--- config.mk ---
export PLATFORM = sky130hd
export DESIGN_NAME = fpadd_arbiter
export DESIGN_NICKNAME = d
export VERILOG_FILES = /design/src/rtl/fpadd_pkg.sv /design/src/rtl/fpadd_tag_pipe.sv /design/src/rtl/fpadd_arbiter.sv
export SDC_FILE = /design/constraint.sdc
export NUM_CORES = 1
export LEC_CHECK = 0
export CAP_MARGIN = 20
export CORE_AREA = 2 2 104 106
export DETAILED_ROUTE_END_ITERATION = 7
export DIE_AREA = 0 0 106 108
export PLACE_DENSITY = 0.53
export SETUP_SLACK_MARGIN = 0.4
export SLEW_MARGIN = 20
export SYNTH_ARGS = -nofsm -noshare
export SYNTH_HDL_FRONTEND = slang
export SYNTH_SLANG_ARGS = --single-unit
export TNS_END_PERCENT = 5
--- constraint.sdc ---
create_clock -name clk -period 3.3 [get_ports clk]
set_input_delay 0.825 -clock clk [delete_from_list [all_inputs] [get_ports clk]]
set_output_delay 0.825 -clock clk [all_outputs]
set_load 0.02 [all_outputs]
--- src/rtl/fpadd_pkg.sv ---
// Shared definitions for the FP32 adder arbiter: operand width, default adder
// latency, requester id and the in-flight tag carried alongside each issue.
package fpadd_pkg;

   localparam int FP_W            = 32;
   localparam int DEFAULT_LATENCY = 3;

   typedef enum logic {
      REQ0 = 1'b0,
      REQ1 = 1'b1
   } req_id_t;

   typedef struct packed {
      logic    valid;
      req_id_t id;
   } tag_t;

   // Round-robin pick: on contention the requester not granted last wins,
   // otherwise whichever requester is valid.
   function automatic req_id_t rr_pick(input logic v0, input logic v1, input req_id_t last);
      req_id_t pick;
      if (v0 && v1) begin
         pick = (last == REQ0) ? REQ1 : REQ0;
      end else begin
         pick = v1 ? REQ1 : REQ0;
      end
      return pick;
   endfunction

endpackage

--- src/rtl/fpadd_tag_pipe.sv ---
// Tag shift register that tracks which requester owns the adder result
// arriving LATENCY cycles after each issue. The tail entry lines up with
// add_res; busy reports any valid tag still in flight.
module fpadd_tag_pipe
   import fpadd_pkg::*;
#(
   parameter int LATENCY = DEFAULT_LATENCY
) (
   input  logic clk,
   input  logic reset,
   input  logic in_valid,
   input  logic in_id,
   output logic tail_valid,
   output logic tail_id,
   output logic busy
);

   tag_t pipe [LATENCY];

   // Shift a new tag in every cycle; non-issue cycles insert an invalid tag.
   always_ff @(posedge clk or negedge reset) begin
      if (!reset) begin
         // NOTE: every stage is reset so operations in flight at reset are
         // dropped and never produce a response after release.
         for (int i = 0; i < LATENCY; i++) begin
            pipe[i] <= '0;
         end
      end else begin
         pipe[0] <= '{valid: in_valid, id: req_id_t'(in_id)};
         for (int i = 1; i < LATENCY; i++) begin
            pipe[i] <= pipe[i-1];
         end
      end
   end

   // Busy is the OR of all tag valid bits; tail exposes the oldest entry.
   always_comb begin
      busy = 1'b0;
      for (int i = 0; i < LATENCY; i++) begin
         busy = busy | pipe[i].valid;
      end
      tail_valid = pipe[LATENCY-1].valid;
      tail_id    = pipe[LATENCY-1].id;
   end

endmodule

--- src/rtl/fpadd_arbiter.sv ---
// Two-requester round-robin arbiter in front of an external pipelined FP32
// adder. One operand pair issues per cycle unless hold is high; results come
// back in issue order as a one-cycle pulse to the owning requester.
// Optional feature: define FPADD_ARB_STATS_EN to add saturating per-requester
// grant counters gnt_cnt0/gnt_cnt1.
module fpadd_arbiter
   import fpadd_pkg::*;
#(
   parameter int LATENCY = DEFAULT_LATENCY,
   parameter int CNT_W   = 16
) (
   input  logic            clk,
   input  logic            reset,
   input  logic            req0_valid,
   input  logic [FP_W-1:0] req0_a,
   input  logic [FP_W-1:0] req0_b,
   input  logic            req1_valid,
   input  logic [FP_W-1:0] req1_a,
   input  logic [FP_W-1:0] req1_b,
   output logic            req0_ready,
   output logic            req1_ready,
   input  logic            hold,
   output logic [FP_W-1:0] add_a,
   output logic [FP_W-1:0] add_b,
   input  logic [FP_W-1:0] add_res,
   output logic            rsp0_valid,
   output logic            rsp1_valid,
   output logic [FP_W-1:0] rsp_data,
`ifdef FPADD_ARB_STATS_EN
   output logic [CNT_W-1:0] gnt_cnt0,
   output logic [CNT_W-1:0] gnt_cnt1,
`endif
   output logic            busy
);

   if (LATENCY < 1 || CNT_W < 1) begin : g_param_check
      $error("fpadd_arbiter: LATENCY and CNT_W must both be at least 1");
   end

   req_id_t last_gnt;
   req_id_t gnt_id;
   logic    issue;
   logic    tail_valid;
   logic    tail_id;

   // Grant selection and operand steering; reset gates issue so no ready
   // escapes combinationally while reset is low.
   always_comb begin
      // NOTE: every output of this block gets a default first, so no path
      // leaves a value unassigned and no latch is inferred.
      issue      = (req0_valid | req1_valid) & ~hold & reset;
      gnt_id     = rr_pick(req0_valid, req1_valid, last_gnt);
      req0_ready = 1'b0;
      req1_ready = 1'b0;
      add_a      = '0;
      add_b      = '0;
      if (issue) begin
         if (gnt_id == REQ1) begin
            req1_ready = 1'b1;
            add_a      = req1_a;
            add_b      = req1_b;
         end else begin
            req0_ready = 1'b1;
            add_a      = req0_a;
            add_b      = req0_b;
         end
      end
   end

   // Round-robin pointer: remembers the last granted requester; reset makes
   // requester 0 win the first contention.
   always_ff @(posedge clk or negedge reset) begin
      if (!reset) begin
         last_gnt <= REQ1;
      end else if (issue) begin
         // NOTE: state updates use non-blocking assignment so every flop
         // samples values from before the clock edge.
         last_gnt <= gnt_id;
      end
   end

   fpadd_tag_pipe #(
      .LATENCY (LATENCY)
   ) u_tag_pipe (
      .clk        (clk),
      .reset      (reset),
      .in_valid   (issue),
      .in_id      (gnt_id),
      .tail_valid (tail_valid),
      .tail_id    (tail_id),
      .busy       (busy)
   );

   // Route the adder result to the requester named by the tail tag.
   always_comb begin
      rsp0_valid = tail_valid & (tail_id == REQ0);
      rsp1_valid = tail_valid & (tail_id == REQ1);
      rsp_data   = tail_valid ? add_res : '0;
   end

`ifdef FPADD_ARB_STATS_EN
   // Per-requester grant counters, saturating at all-ones.
   always_ff @(posedge clk or negedge reset) begin
      if (!reset) begin
         gnt_cnt0 <= '0;
         gnt_cnt1 <= '0;
      end else if (issue) begin
         if (gnt_id == REQ0 && !(&gnt_cnt0)) begin
            gnt_cnt0 <= gnt_cnt0 + 1'b1;
         end
         if (gnt_id == REQ1 && !(&gnt_cnt1)) begin
            gnt_cnt1 <= gnt_cnt1 + 1'b1;
         end
      end
   end
`endif

endmodule

==> metrics, run 1 <==
Worst path slowest cell clkdlybuf4s50_1; Clock Latency Late Sink 0.22 ns; global-route wire length before repair 11.8 mm; cell breakdown of the critical path clkdlybuf4s50_1, and2_1, clkdlybuf4s50_1; cell taking the most area after synthesis a22o_1; hold buffer count at CTS 0; most common library cell in the layout ignoring fill and taps clkdlybuf4s50_1; DRT iter0 DRCs 75; worst supply voltage drop on vdd 99.4 µV; number of hold violations in the final report 0; Setup Crit Path Kind input port to output port; final routed wirelength across all metal layers 8.66 mm; static leakage 1.77 nW; number of distinct library cell variants in the gate-level netlist after synthesis 16; Maximum Capacitance Violations 0; type of element capturing the critical path output port; number of top-level design ports 266; routed vias/inst 4.01; CP Launch Type input port; normalized max-slew margin 52.7%; synthesized net count 298; proportion of layout cells with a drive suffix above 1 24.7%; Post-Synthesis Mean Instance Area 8.55 µm²; cell types with the largest area share after synthesis a22o_1 (49%), and2_1 (18%), dfrtp_1 (13%), buf_4 (7.9%), dfstp_2 (2.3%); library cell appearing most often on the critical path clkdlybuf4s50_1; area share of the largest cell type after synthesis 49.3%; total number of vias 2183; cell area power density 172 mW/mm²; die outline width 106 µm; depth of the CTS H-tree 1; core area 0.0102 mm²; GPL Wtd Cong 0.733; slowest stage delay, CP 0.65 ns; Initial Utilization 11.1%; largest buffer count on any clock path 2; YS warnings 0; post-layout net count 575; remaining global-route overflow 0; number of buffers inserted during clock tree synthesis 3; Placement Cell Area 0.00394 mm²; count of mapped cells out of synthesis 133; register bit count reported by yosys 7; die area 0.0114 mm²; TritonCTS clock tree done; setup clock skew after layout 0.00343 ns; PortBufs 265; clock tree root buffer cell clkbuf_8; number of diodes 0; Final Total Pwr 0.714 mW; RSZ-0062 raised after global routing yes; Final period util 87.2%; summed instance area of the synthesized netlist 0.00114 mm²; pin count of the biggest net entering global routing 36; DP Wirelength 6.47 mm; count of final max-slew check failures 0; count of fill cells added during filler insertion 1030; area added between synthesis and finish 265%; height of the chip 108 µm; WP data required 2.47 ns; Clock Pin Slew Worst Setup and Hold Paths 0.04 ns; transition time at the pin with the least slew margin 0.709 ns; row cnt 37; Clock Sinks 7; Avg WL per Cell 15.9 µm; Max Clock Freq 348 MHz; number of setup violations in the final report 0; GRT Total Usage 13.3%; TritonRoute pass-1 iters 4; initial antenna violation count 0; number of nets still failing antenna checks after routing 0; class of the most critical hold timing path flip-flop to flip-flop; area of all placed cells without fillers 0.00415 mm²; number of global-route vias before repair 2147; portion of the post-synthesis area used by sequential elements 15.5%; highest fanout seen on the critical path 1; sum of negative setup slack 0 ns; Critical Path AT 2.05 ns; crit path time final 2.88 ns; most used cells in the layout excluding fill and tap cells clkdlybuf4s50_1 (195), a22o_1 (64), and2_1 (33); remaining design rule violation count 0; run status completed; worst hold slack 0.340 ns
-- synthesized netlist by cell type --
master	count
or3_1	1
a22o_1	64
buf_4	12
o21ai_0	2
nor3b_2	1
nor2b_1	2
a21bo_2	1
inv_1	1
dfrtp_1	6
nor2_2	1
and2_1	33
dfstp_2	1
clkbuf_1	3
nor2_1	2
nand2b_4	1
buf_2	2
-- power breakdown --
part	internal, mW	total [mW]	switching, mW
Combinational	0.316	0.494	0.178
Clock	0.0833	0.117	0.0341
Sequential	0.0952	0.104	0.00834
-- metrics by stage --
stage               setup slack [ns]  std cells  utilization [%]
floorplan                      0.777        133                -
global placement              -0.326        524             38.5
detailed placement            -0.315        524             38.5
CTS                            0.303        542             39.9
global route                   0.370        545             40.6
finish                         0.423        545             40.6
-- flip-flops by register name, summed over array words and instances (netlist names) --
| signal | cells |
|---|---|
| u_tag_pipe.tail_valid | 1 |
| u_tag_pipe.tail_id | 1 |
| last_gnt | 1 |
| u_tag_pipe.pipe | 4 |
-- repair_timing --
action,CTS,global route
resized for setup,277,21
pin swaps,2,8
setup endpoints to repair,66,70
buffers inserted,8,2
cloned,6,1
-- path summary, 6_finish.rpt --
kind / from / to / slack [ns] / cells after the start
min: u_tag_pipe.pipe[4] / u_tag_pipe.pipe[2] / 0.34 / 0
min reg2reg: u_tag_pipe.pipe[4] / u_tag_pipe.pipe[2] / 0.34 / 0
max: add_res[1] / rsp_data[1] / 0.42 / 3
max reg2reg: last_gnt / last_gnt / 2.22 / 4
min in group asynchronous: reset / u_tag_pipe.pipe[2] / 0.54 / 2
max in group asynchronous: reset / last_gnt / 2.55 / 2
-- per-layer routing --
layer	global-route usage, %	wire length (µm)	up-vias
met2	26.1	4580	135
li1	-	-	1073
met5	0	0	-
met3	3.62	785	6
met1	14.6	3240	969
met4	1.69	59	0
-- cell families (layout without fill, tap and decap cells) --
family	count (synthesis)	after routing	share of synthesized area, %
buffers and inverters	18	294	10.1
and+or+nand+nor	41	41	23.3
AOI/OAI and AO/OA	67	67	51.0
DFF	7	7	15.5
-- layout make-up --
| type | instances | area [µm²] | share of cell area, % |
|---|---|---|---|
| clock buffer | 4 | 45.0 | 1.09 |
| inverter | 1 | 3.75 | 0.0904 |
| multi-input combinational | 108 | 865 | 20.8 |
| sequential | 7 | 176 | 4.25 |
| tap | 136 | 170 | 4.10 |
| timing repair buffer | 289 | 2890 | 69.6 |
-- critical path: cells and delay by family --
family | cells | cell delay (ns)
buffers and inverters | 2 | 1.10
AND/OR/NAND/NOR | 1 | 0.12
(Power assumes the default switching activity.)
==> inputs of run 2 (changes only) <==
Settings changed: SETUP_SLACK_MARGIN 0.4 to 0.5.
==> metrics, run 2 (synthesis gave the netlist of run 1 again) <==
number of hold violations in the final report 0 (unchanged); PortBufs 265 (unchanged); DP Wirelength 6.47 mm (unchanged); GPL Wtd Cong 0.733 (unchanged); largest buffer count on any clock path 2 (unchanged); sum of negative setup slack 0 ns (unchanged); total number of vias 2194 (was 2183); Clock Pin Slew Worst Setup and Hold Paths 0.04 ns (about the same); count of fill cells added during filler insertion 1034 (was 1030); dpl cells 524 (unchanged); number of nets still failing antenna checks after routing 0 (unchanged); row cnt 37 (unchanged); static leakage 1.78 nW (was 1.77 nW); core area 0.0102 mm² (unchanged); routed vias/inst 4.03 (was 4.01); clock tree root buffer cell clkbuf_8 (unchanged); area added between synthesis and finish 264% (was 265%); depth of the CTS H-tree 1 (unchanged); Final period util 87.1% (was 87.2%); most used cells in the layout excluding fill and tap cells clkdlybuf4s50_1 (194), a22o_1 (64), and2_1 (33) (was clkdlybuf4s50_1 (195), a22o_1 (64), and2_1 (33)); TritonRoute pass-1 iters 4 (unchanged); highest fanout seen on the critical path 1 (unchanged); most common library cell in the layout ignoring fill and taps clkdlybuf4s50_1 (unchanged); Logic pwr share 68.9% (was 69.1%); remaining design rule violation count 0 (unchanged); Clock Sinks 7 (unchanged); crit path time final 2.87 ns (was 2.88 ns); DRT iter0 DRCs 84 (was 75); CP Launch Type input port (unchanged); Avg WL per Cell 15.8 µm (was 15.9 µm); run status completed (unchanged); Setup Crit Path Kind input port to output port (unchanged); number of buffers inserted during clock tree synthesis 3 (unchanged); Clock Latency Late Sink 0.22 ns (about the same); hold buffer count at CTS 0 (unchanged); WP data required 2.47 ns (about the same); normalized max-slew margin 73.9% (was 52.7%); number of global-route vias before repair 2151 (was 2147); pin count of the biggest net entering global routing 36 (unchanged); portion of total power attributed to the clock network 16.5% (was 16.4%); number of flip-flops in the largest register 4 (unchanged); die outline width 106 µm (unchanged); fraction of power spent switching nets 30.8% (about the same); post-layout net count 574 (was 575); Initial Utilization 11.1% (unchanged); pre-CTS worst setup slack -0.315 ns (unchanged); part of the total power dissipated in sequential elements 14.6% (was 14.5%); proportion of layout cells with a drive suffix above 1 24.8% (was 24.7%); TritonCTS clock tree done (unchanged); count of final max-slew check failures 0 (unchanged); switching power 0.219 mW (was 0.220 mW); remaining global-route overflow 0 (unchanged); Maximum Capacitance Violations 0 (unchanged); initial antenna violation count 0 (unchanged); number of setup violations in the final report 0 (unchanged); class of the most critical hold timing path flip-flop to flip-flop (unchanged); setup clock skew after layout 0.00336 ns (was 0.00343 ns); die area 0.0114 mm² (unchanged); number of diodes 0 (unchanged); RSZ-0062 raised after global routing yes (unchanged); Max Clock Freq 348 MHz (about the same); GRT Total Usage 13.4% (was 13.3%); Finished Layout Cells 544 (was 545); area taken by multi-input logic gates 865 µm² (unchanged); global-route wire length before repair 11.9 mm (was 11.8 mm); final routed wirelength across all metal layers 8.59 mm (was 8.66 mm); minimum setup slack in the final design 0.427 ns (was 0.423 ns); transition time at the pin with the least slew margin 0.392 ns (was 0.709 ns); cell area power density 172 mW/mm² (about the same); cell internal pwr 0.492 mW (was 0.495 mW); type of element capturing the critical path output port (unchanged); height of the chip 108 µm (unchanged); number of top-level design ports 266 (unchanged); top register by number of flip-flops u_tag_pipe.pipe (unchanged); Critical Path AT 2.05 ns (about the same); area taken by flip-flops and latches 178 µm² (was 176 µm²); worst supply voltage drop on vdd 99.4 µV (about the same)
[run 2: cell type report]
| cell class | instances | area share (%) |
|---|---|---|
| repair buffers | 288 | 69.5 |
| multi-input cells | 108 | 20.9 |
| flip-flops and latches | 7 | 4.29 |
| well taps | 136 | 4.11 |
| clock buffers | 4 | 1.09 |
| inverters | 1 | 0.0907 |
[run 2: final timing paths]
kind / startpoint / end / slack, ns / depth (start not counted)
setup / recovery: add_res[1] / rsp_data[1] / 0.43 / 3
hold / removal: u_tag_pipe.pipe[4] / u_tag_pipe.pipe[2] / 0.34 / 0
setup reg to reg: last_gnt / last_gnt / 2.31 / 3
hold reg to reg: u_tag_pipe.pipe[4] / u_tag_pipe.pipe[2] / 0.34 / 0
max in group asynchronous: reset / last_gnt / 2.56 / 2
min in group asynchronous: reset / u_tag_pipe.pipe[2] / 0.54 / 2
[run 2: what timing repair did]
action / CTS / global route
pin swaps: 4 / 4
gates resized for setup: 290 / 9
setup buffers: 9 / 1
endpoints found under the setup margin: 98 / 100
gates cloned: 6 / 0
[run 2: metal layers]
layer	wire, µm	GRT usage [%]	vias to the layer above
met4	34	1.69	0
met2	4610	26.1	133
met5	0	0	-
met3	764	3.62	4
met1	3180	14.8	984
li1	-	-	1073
[run 2: stage by stage]
stage / util (%) / hold slack [ns] / instance area (µm²) / total power [mW]
4_1_cts: 40.0 / 0.344 / 4100 / 0.716
6_report: 40.4 / 0.340 / 4140 / 0.711
3_5_place_dp: 38.5 / 0.338 / 3940 / 0.578
3_3_place_gp: 38.5 / 0.332 / 3940 / 0.579
5_1_grt: 40.4 / 0.358 / 4140 / 0.753
2_1_floorplan: - / 0.331 / 1140 / 0.257
[run 2: critical path, cell delays in order]
cell and delay [ns]:
clkdlybuf4s50_1 0.45, and2_1 0.12, clkdlybuf4s50_1 0.65
[run 2: power groups by stage]
| stage | clock (mW) | combinational (mW) | sequential (mW) |
|---|---|---|---|
| 2_1_floorplan | 0 | 0.158 | 0.0991 |
| 3_3_place_gp | 0 | 0.475 | 0.104 |
| 3_5_place_dp | 0 | 0.475 | 0.103 |
| 4_1_cts | 0.123 | 0.490 | 0.104 |
| 5_1_grt | 0.130 | 0.517 | 0.106 |
| 6_report | 0.117 | 0.490 | 0.104 |
